--- src/rtl/conv_window_seq.sv ---
// K x K window sequencer: one buffer read per tap, accumulator clear/enable 1 cycle later, pixel flag 2 cycles later.
// rd_en follows ready combinationally; the counters hold while ready=0, and the two pipeline stages never stall.
module conv_window_seq #(
  parameter int IMG_W  = 32,
  parameter int IMG_H  = 32,
  parameter int K      = 5,
  parameter int ADDR_W = 10,
  localparam int OW    = IMG_W - K + 1,
  localparam int OH    = IMG_H - K + 1,
  localparam int RW    = (OH > 1) ? $clog2(OH) : 1,
  localparam int CW    = (OW > 1) ? $clog2(OW) : 1,
  localparam int KW    = (K > 1) ? $clog2(K) : 1
) (
  input  logic              clk,
  input  logic              rst_n,
  input  logic              start,
  input  logic              ready,
  output logic              busy,
  output logic              done,
  output logic              rd_en,
  output logic [ADDR_W-1:0] rd_addr,
  output logic              acc_clr,
  output logic              acc_en,
  output logic              out_valid,
  output logic [RW-1:0]     out_row,
  output logic [CW-1:0]     out_col
);

  typedef enum logic [1:0] {IDLE, RUN, DRAIN} state_t;

  localparam logic [ADDR_W-1:0] STEP_ROW = ADDR_W'(IMG_W);
  localparam logic [ADDR_W-1:0] STEP_OY  = ADDR_W'(K);

  state_t            state;
  logic [RW-1:0]     oy;
  logic [CW-1:0]     ox;
  logic [KW-1:0]     ky, kx;
  logic [ADDR_W-1:0] base, row_ptr;
  logic              kx_end, ky_end, ox_end, oy_end;

  logic              s1_vld, s1_clr, s1_last, s1_fin;
  logic [RW-1:0]     s1_row;
  logic [CW-1:0]     s1_col;

  assign kx_end  = (kx == KW'(K - 1));
  assign ky_end  = (ky == KW'(K - 1));
  assign ox_end  = (ox == CW'(OW - 1));
  assign oy_end  = (oy == RW'(OH - 1));

  assign rd_en   = (state == RUN) && ready;
  assign busy    = (state != IDLE);
  assign acc_en  = s1_vld;
  assign acc_clr = s1_clr;

  // base = oy*IMG_W+ox and row_ptr = base+ky*IMG_W are stepped, never multiplied.
  always_ff @(posedge clk or negedge rst_n) begin
    if (!rst_n) begin
      state   <= IDLE;
      oy      <= '0;
      ox      <= '0;
      ky      <= '0;
      kx      <= '0;
      base    <= '0;
      row_ptr <= '0;
      rd_addr <= '0;
    end else begin
      case (state)
        IDLE: begin
          if (start) begin
            state   <= RUN;
            oy      <= '0;
            ox      <= '0;
            ky      <= '0;
            kx      <= '0;
            base    <= '0;
            row_ptr <= '0;
            rd_addr <= '0;
          end
        end
        RUN: begin
          if (ready) begin
            if (!kx_end) begin
              kx      <= kx + 1'b1;
              rd_addr <= rd_addr + 1'b1;
            end else begin
              kx <= '0;
              if (!ky_end) begin
                ky      <= ky + 1'b1;
                row_ptr <= row_ptr + STEP_ROW;
                rd_addr <= row_ptr + STEP_ROW;
              end else begin
                ky <= '0;
                if (!ox_end) begin
                  ox      <= ox + 1'b1;
                  base    <= base + 1'b1;
                  row_ptr <= base + 1'b1;
                  rd_addr <= base + 1'b1;
                end else begin
                  ox <= '0;
                  // From (oy, OW-1) to (oy+1, 0): +IMG_W-(OW-1) = +K.
                  if (!oy_end) begin
                    oy      <= oy + 1'b1;
                    base    <= base + STEP_OY;
                    row_ptr <= base + STEP_OY;
                    rd_addr <= base + STEP_OY;
                  end else begin
                    oy      <= '0;
                    base    <= '0;
                    row_ptr <= '0;
                    rd_addr <= '0;
                    state   <= DRAIN;
                  end
                end
              end
            end
          end
        end
        DRAIN: begin
          if (done) state <= IDLE;
        end
        default: state <= IDLE;
      endcase
    end
  end

  always_ff @(posedge clk or negedge rst_n) begin
    if (!rst_n) begin
      s1_vld    <= 1'b0;
      s1_clr    <= 1'b0;
      s1_last   <= 1'b0;
      s1_fin    <= 1'b0;
      s1_row    <= '0;
      s1_col    <= '0;
      out_valid <= 1'b0;
      done      <= 1'b0;
      out_row   <= '0;
      out_col   <= '0;
    end else begin
      s1_vld    <= rd_en;
      s1_clr    <= rd_en && (ky == '0) && (kx == '0);
      s1_last   <= rd_en && kx_end && ky_end;
      s1_fin    <= ox_end && oy_end;
      s1_row    <= oy;
      s1_col    <= ox;
      out_valid <= s1_last;
      done      <= s1_last && s1_fin;
      if (s1_last) begin
        out_row <= s1_row;
        out_col <= s1_col;
      end
    end
  end

endmodule

--- config.mk ---
export PLATFORM = sky130hd
export DESIGN_NAME = conv_window_seq
export DESIGN_NICKNAME = d
export VERILOG_FILES = /design/src/rtl/conv_window_seq.sv
export SDC_FILE = /design/constraint.sdc
export NUM_CORES = 1
export LEC_CHECK = 0
export BUFFER_PORTS_ARGS = -buffer_cell sky130_fd_sc_hd__buf_4
export CORE_MARGIN = 5
export CORE_UTILIZATION = 48
export DETAILED_ROUTE_END_ITERATION = 7
export GPL_ROUTABILITY_DRIVEN = 0
export PLACE_DENSITY_LB_ADDON = 0.2
export SLEW_MARGIN = 20
export SYNTH_ARGS = -nofsm -noshare
export SYNTH_HDL_FRONTEND = slang
export SYNTH_SLANG_ARGS = --single-unit
--- constraint.sdc ---
create_clock -name clk -period 2.2 [get_ports clk]
set_input_delay 0.22 -clock clk [delete_from_list [all_inputs] [get_ports clk]]
set_output_delay 0.22 -clock clk [all_outputs]
set_load 0.03 [all_outputs]
; ---- Word-level counts from Yosys, hierarchy flattened
; Cells that the tools add are included.
[word_totals]
output_inout_bits = 26
in_bits = 4
regBits = 74
wordCells = 98
[classes]
n_reduce_logical = 17
n_mux = 42
n_eq_ne = 13
addsub = 8
[op_table]
columns = operator, n
row1 = $mux W10, 11
row2 = $pmux W10 S2, 3
row3 = $mux W5, 10
row4 = $add A10 B1 Y10 const B, 2
row5 = $pmux W5 S2, 2
row6 = $mux W3, 6
row7 = $mux W2, 7
row8 = $ne A2 B2 Y1 const B, 7
row9 = $pmux W3 S2, 2
row10 = $add A10 B3 Y10 const B, 1
row11 = $add A10 B6 Y10 const B, 1
row12 = $add A5 B1 Y5 const B, 2
row13 = $eq A5 B5 Y1 const B, 2
row14 = $logic_and A1 B1 Y1, 7
row15 = $reduce_and A7 Y1, 1
row16 = $add A3 B1 Y3 const B, 2
row17 = $eq A3 B3 Y1 const B, 2
row18 = $logic_not A3 Y1, 2
row19 = $pmux W2 S3, 1
row20 = $reduce_and A6 Y1, 1
row21 = $reduce_and A5 Y1, 1
row22 = $reduce_and A4 Y1, 1
row23 = $reduce_bool A2 Y1, 2
row24 = $reduce_and A3 Y1, 1
row25 = other kinds (3), 3

; ---- Depth between registers and ports, before layout
[logic_depth]
word_depth = 7
mapped_depth = 10
ltp_nobuf = 10

; ---- Worst setup path after synthesis
; No wires, ideal clock.
[synth_path]
path_type = register to register
start = reg ox[0]
end = reg rd_addr[4]
arrival_ps = 1781
stages_incl_launch_ff = 8
required_time_ps = 2076
setup_time_ps = 124
period_less_slack_ps = 1905
setup_slack_ps = 295
n_path_buf = 0
path_cell_list = dfrtp_1 ha_1 and4b_1 maj3_1 nand2_1 xor2_1 nor2_1 a211o_1
[synth_via]
elab_chain_cells = 6
[synth_lines]
columns = element, line_no
row1 = from (decl), 36  ; logic [CW-1:0] ox;
row2 = from (signal assigned), 94  ; ox <= ox + 1'b1;
row3 = $eq A5 B5 Y1, 47  ; assign ox_end = (ox == CW'(OW - 1));
row4 = $mux W10, 93  ; if (!ox_end) begin
row5 = $mux W10, 87  ; if (!ky_end) begin
row6 = $mux W10, 82  ; if (!kx_end) begin
row7 = $mux W10, 81  ; if (ready) begin
row8 = $pmux W10 S2, 67  ; case (state)
row9 = to (signal assigned), 84  ; rd_addr <= rd_addr + 1'b1;
row10 = to (signal assigned), 90  ; rd_addr <= row_ptr + STEP_ROW;
row11 = to (signal assigned), 97  ; rd_addr <= base + 1'b1;
row12 = to (decl), 21  ; output logic [ADDR_W-1:0] rd_addr,
; No other way between the ends. The select of a mux whose other input is x is not followed.
; A chain may end at the register's enable or synchronous reset.

; ---- Worst setup path after layout
[layout_path]
start = reg ox[0]
end = reg rd_addr[5]
; Same word-level chain as after synthesis.

==> qor.csv <==
stage,metric,value,unit
global_route,grt_max_degree,43,
floorplan,num_rows,31,
floorplan,ios,30,
critical_path,cpMostUsedCell,a211o_1,
timing,rsz0062_at_grt,false,
power,post-layout-total-power,0.00415,W
power,ir_drop,518,uV
hold_path,hold_path.class,in2reg,
cells_and_area,antenna_cells,0,
critical_path,cpPeakStageDelay,0.42,ns
critical_path,worstSetupEndpoint,rd_addr[5],
timing,max_slew_margin,0.634,
cells_and_area,seqCellArea,0.00185,sq mm
routing,wl_per_cell,15.7,um
cells_and_area,area_growth,16.8,%
global_route,track_usage,0.186,
global_route,grt_pass1_wl,13200,um
cells_and_area,final_cells,492,
routing,antenna_left,0,
routing,avgViaCountPerCell,5.61,
floorplan,die_y,96.5,um
clock_network,cts_setup_buffers,0,
timing,fin_crit,2.05,ns
critical_path,reg2reg_depth,7,
critical_path,crit_slowest_cell,dfrtp_1,
global_route,use_met3,0.0387,
yosys,syn-num-nets,363,
critical_path,startpoint,ox[0],
critical_path,critical_path_class,reg2reg,
floorplan,dieArea,0.00931,sq mm
timing,max_freq,488,MHz
yosys,synth_edf_count,0,
yosys,synth_top_area_share,0.516,
yosys,avgSynthCellArea,10.3,sq um
clock_network,cts_tree,yes,
power,leakagePower,2.10,nW
global_route,grt_pass1_vias,2720,
timing,fin_setup_tns,0,ns
placement,numPortBuffers,29,
timing,worstMarginPinSlew,0.549,ns
critical_path,critical_path.cell_chain,ha_2 > and4b_2 > maj3_2 > o2bb2ai_1 > a211o_1 > o21ai_1 > a211o_1,
timing,finalCritPeriodShare,0.931,
clock_network,root_buffer,clkbuf_8,
yosys,async_reset_ff_frac,1.00,
routing,first_iter_violations,185,
floorplan,dieWidth,96.5,um
yosys,ys_seq_area_frac,0.516,
critical_path,reg2reg_slack,0.15,ns
critical_path,reg2reg_to,rd_addr[5],
outcome,status,"complete, no violations",
yosys,syn-cell-area,0.00359,sq mm
critical_path,arrival,2.34,ns
cells_and_area,multiInputGateArea,0.00162,sq mm
yosys,synth_ff_type,dfrtp_1,
power,powerDensity,991,mW/mm^2
run,maxCapViolations,0,
clock_network,clock_path_buffers,2,
global_route,antenna_found_initial,0,
cells_and_area,drive_gt1_frac,0.206,
global_route,grt.met1_usage,0.262,
yosys,yosysWarnings,0,
placement,hpwl,5590,um
critical_path,start_kind,flop,
floorplan,coreArea,0.00725,sq mm
critical_path,endpoint_kind,flop,
cells_and_area,nFillCells,646,
yosys,synth_cell_types,58,
cells_and_area,nets,401,
clock_network,clk_latency,0.35,ns
timing,final_hold_viol_count,0,
yosys,synth.ff_latch_count,74,
clock_network,numCtsBuffers,9,
routing,wl,7740,um
global_route,grt_busiest_layer,met2,
yosys,synth_top_area_cell,dfrtp_1,
yosys,syn_inst,350,
routing,drcViolationCount,0,
critical_path,required,2.49,ns
clock_network,cts_sinks,74,
yosys,synthTopCellsByArea,"dfrtp_1 52%, nand2_1 4.7%, mux2_2 3.4%",
placement,place_inst,475,
critical_path,reg2reg_from,ox[0],
clock_network,clk_pin_slew,0.08,ns
routing,vias,2760,
timing,worst_clock_skew,0.00833,ns
timing,finalSetupViolations,0,
routing,firstDrtPassIters,4,
global_route,grt_util_met2,0.280,
hold_path,min_from,ready,
floorplan,initial_core_util,0.495,
global_route,grt.overflow.total,0,
critical_path,crit_fanout,6,
timing,drv_slew,0,
clock_network,htreeDepth,3,
-- cell families (layout without fill, tap and decap cells) --
group,count (synthesis),count (layout),share of synthesized area
muxes,11,11,0.0345
adders and majority gates,11,11,0.0373
buffers and inverters,24,67,0.0334
xor gates and xnor gates,17,17,0.0415
DFF,74,74,0.516
and+or+nand+nor,123,123,0.170
AOI/OAI and AO/OA,90,90,0.168
-- sequential cells by signal, indices dropped and copies added, names as in the netlist, 2 cells and up --
| register | count |
|---|---|
| base | 10 |
| kx | 3 |
| ky | 3 |
| out_col | 5 |
| out_row | 5 |
| ox | 5 |
| oy | 5 |
| rd_addr | 10 |
| row_ptr | 10 |
| s1_col | 5 |
| s1_row | 5 |
| state | 2 |
-- worst max-delay path: cells and delay by family (launching register included) --
family | cells | cell delay [ns]
AND/OR/NAND/NOR | 1 | 0.30
adder cells (fa/ha/maj) | 2 | 0.57
flip-flops | 1 | 0.42
AO/OA/AOI/OAI | 4 | 0.70
-- metrics by stage --
| stage | hold slack, ns | area (sq um) | setup slack, ns | util |
|---|---|---|---|---|
| after global routing | 0.171 | 4190 | 0.0228 | 0.578 |
| final | 0.176 | 4190 | 0.152 | 0.578 |
| after global placement | 0.195 | 3950 | 0.151 | 0.545 |
| after floorplan | -0.0756 | 3590 | 0.295 | - |
| after CTS | 0.161 | 4190 | 0.110 | 0.578 |
| after detailed placement | 0.195 | 3950 | 0.134 | 0.545 |
-- synthesized netlist by cell type (2+ instances only) --
cell type,count
o21a_1,2
a221o_1,2
dfrtp_1,74
and2_1,4
nand2_1,45
a211o_1,6
buf_6,3
nor4_1,2
nor2_1,26
a41oi_1,2
nand4_1,7
o21ai_0,23
a21oi_1,15
nor2b_1,2
and4b_1,2
and3_1,6
xnor2_1,5
clkbuf_1,6
o31ai_1,2
nand4b_1,2
o21ai_1,2
o22ai_1,2
xor2_1,12
buf_2,6
nand2b_1,2
a21o_1,13
a211oi_1,3
inv_1,7
mux2_2,11
ha_1,9
nand3_1,15
o211ai_1,4
nand2_2,2
a31oi_1,2
-- area by class of cell --
type                            count  share of cell area
Sequential cell                    74               0.442
Multi-Input combinational cell    252               0.387
Timing Repair Buffer               43              0.0805
Clock buffer                       10              0.0328
Tap cell                           99              0.0295
Clock inverter                      6              0.0215
Inverter                            8             0.00716
-- where the power goes --
part           switching [W]  internal (W)  total, W
sequential          0.000262       0.00161   0.00187
combinational       0.000648      0.000451   0.00110
clock               0.000512      0.000671   0.00118
-- layer usage --
layer	part of all wire	up-vias
li1	-	1329
met3	0.061	9
met2	0.46	81
met5	0	-
met1	0.46	1341
met4	0.013	0
-- worst min-delay path by stage --
stage	slack (ns)	endpoint	cells past startpoint
3_3_place_gp	0.20	acc_en	1
5_1_grt	0.17	acc_clr	2
3_5_place_dp	0.20	kx[2]	1
4_1_cts	0.16	acc_clr	2
6_report	0.18	acc_clr	2
2_1_floorplan	-0.08	acc_clr	0
-- repair_timing --
item / 4_1_cts / 5_1_grt
endpoints found under the setup margin: 0 / 13
resized for setup: 0 / 2
hold buffers: 1 / 0
endpoints found under the hold margin: 32 / 0
-- layout by cell type, fill, tap and decap left out, types with 8 or more instances in the layout --
cell type / Yosys / final
o21ai_0: 23 / 23
ha_1: 9 / 8
nand2_1: 45 / 45
dfrtp_1: 74 / 74
a21oi_1: 15 / 15
clkbuf_8: 0 / 10
mux2_2: 11 / 11
xor2_1: 12 / 12
nand3_1: 15 / 15
a21o_1: 13 / 13
nor2_1: 26 / 26
buf_4: 0 / 41
Note: power is estimated with default switching activity, not from simulation.
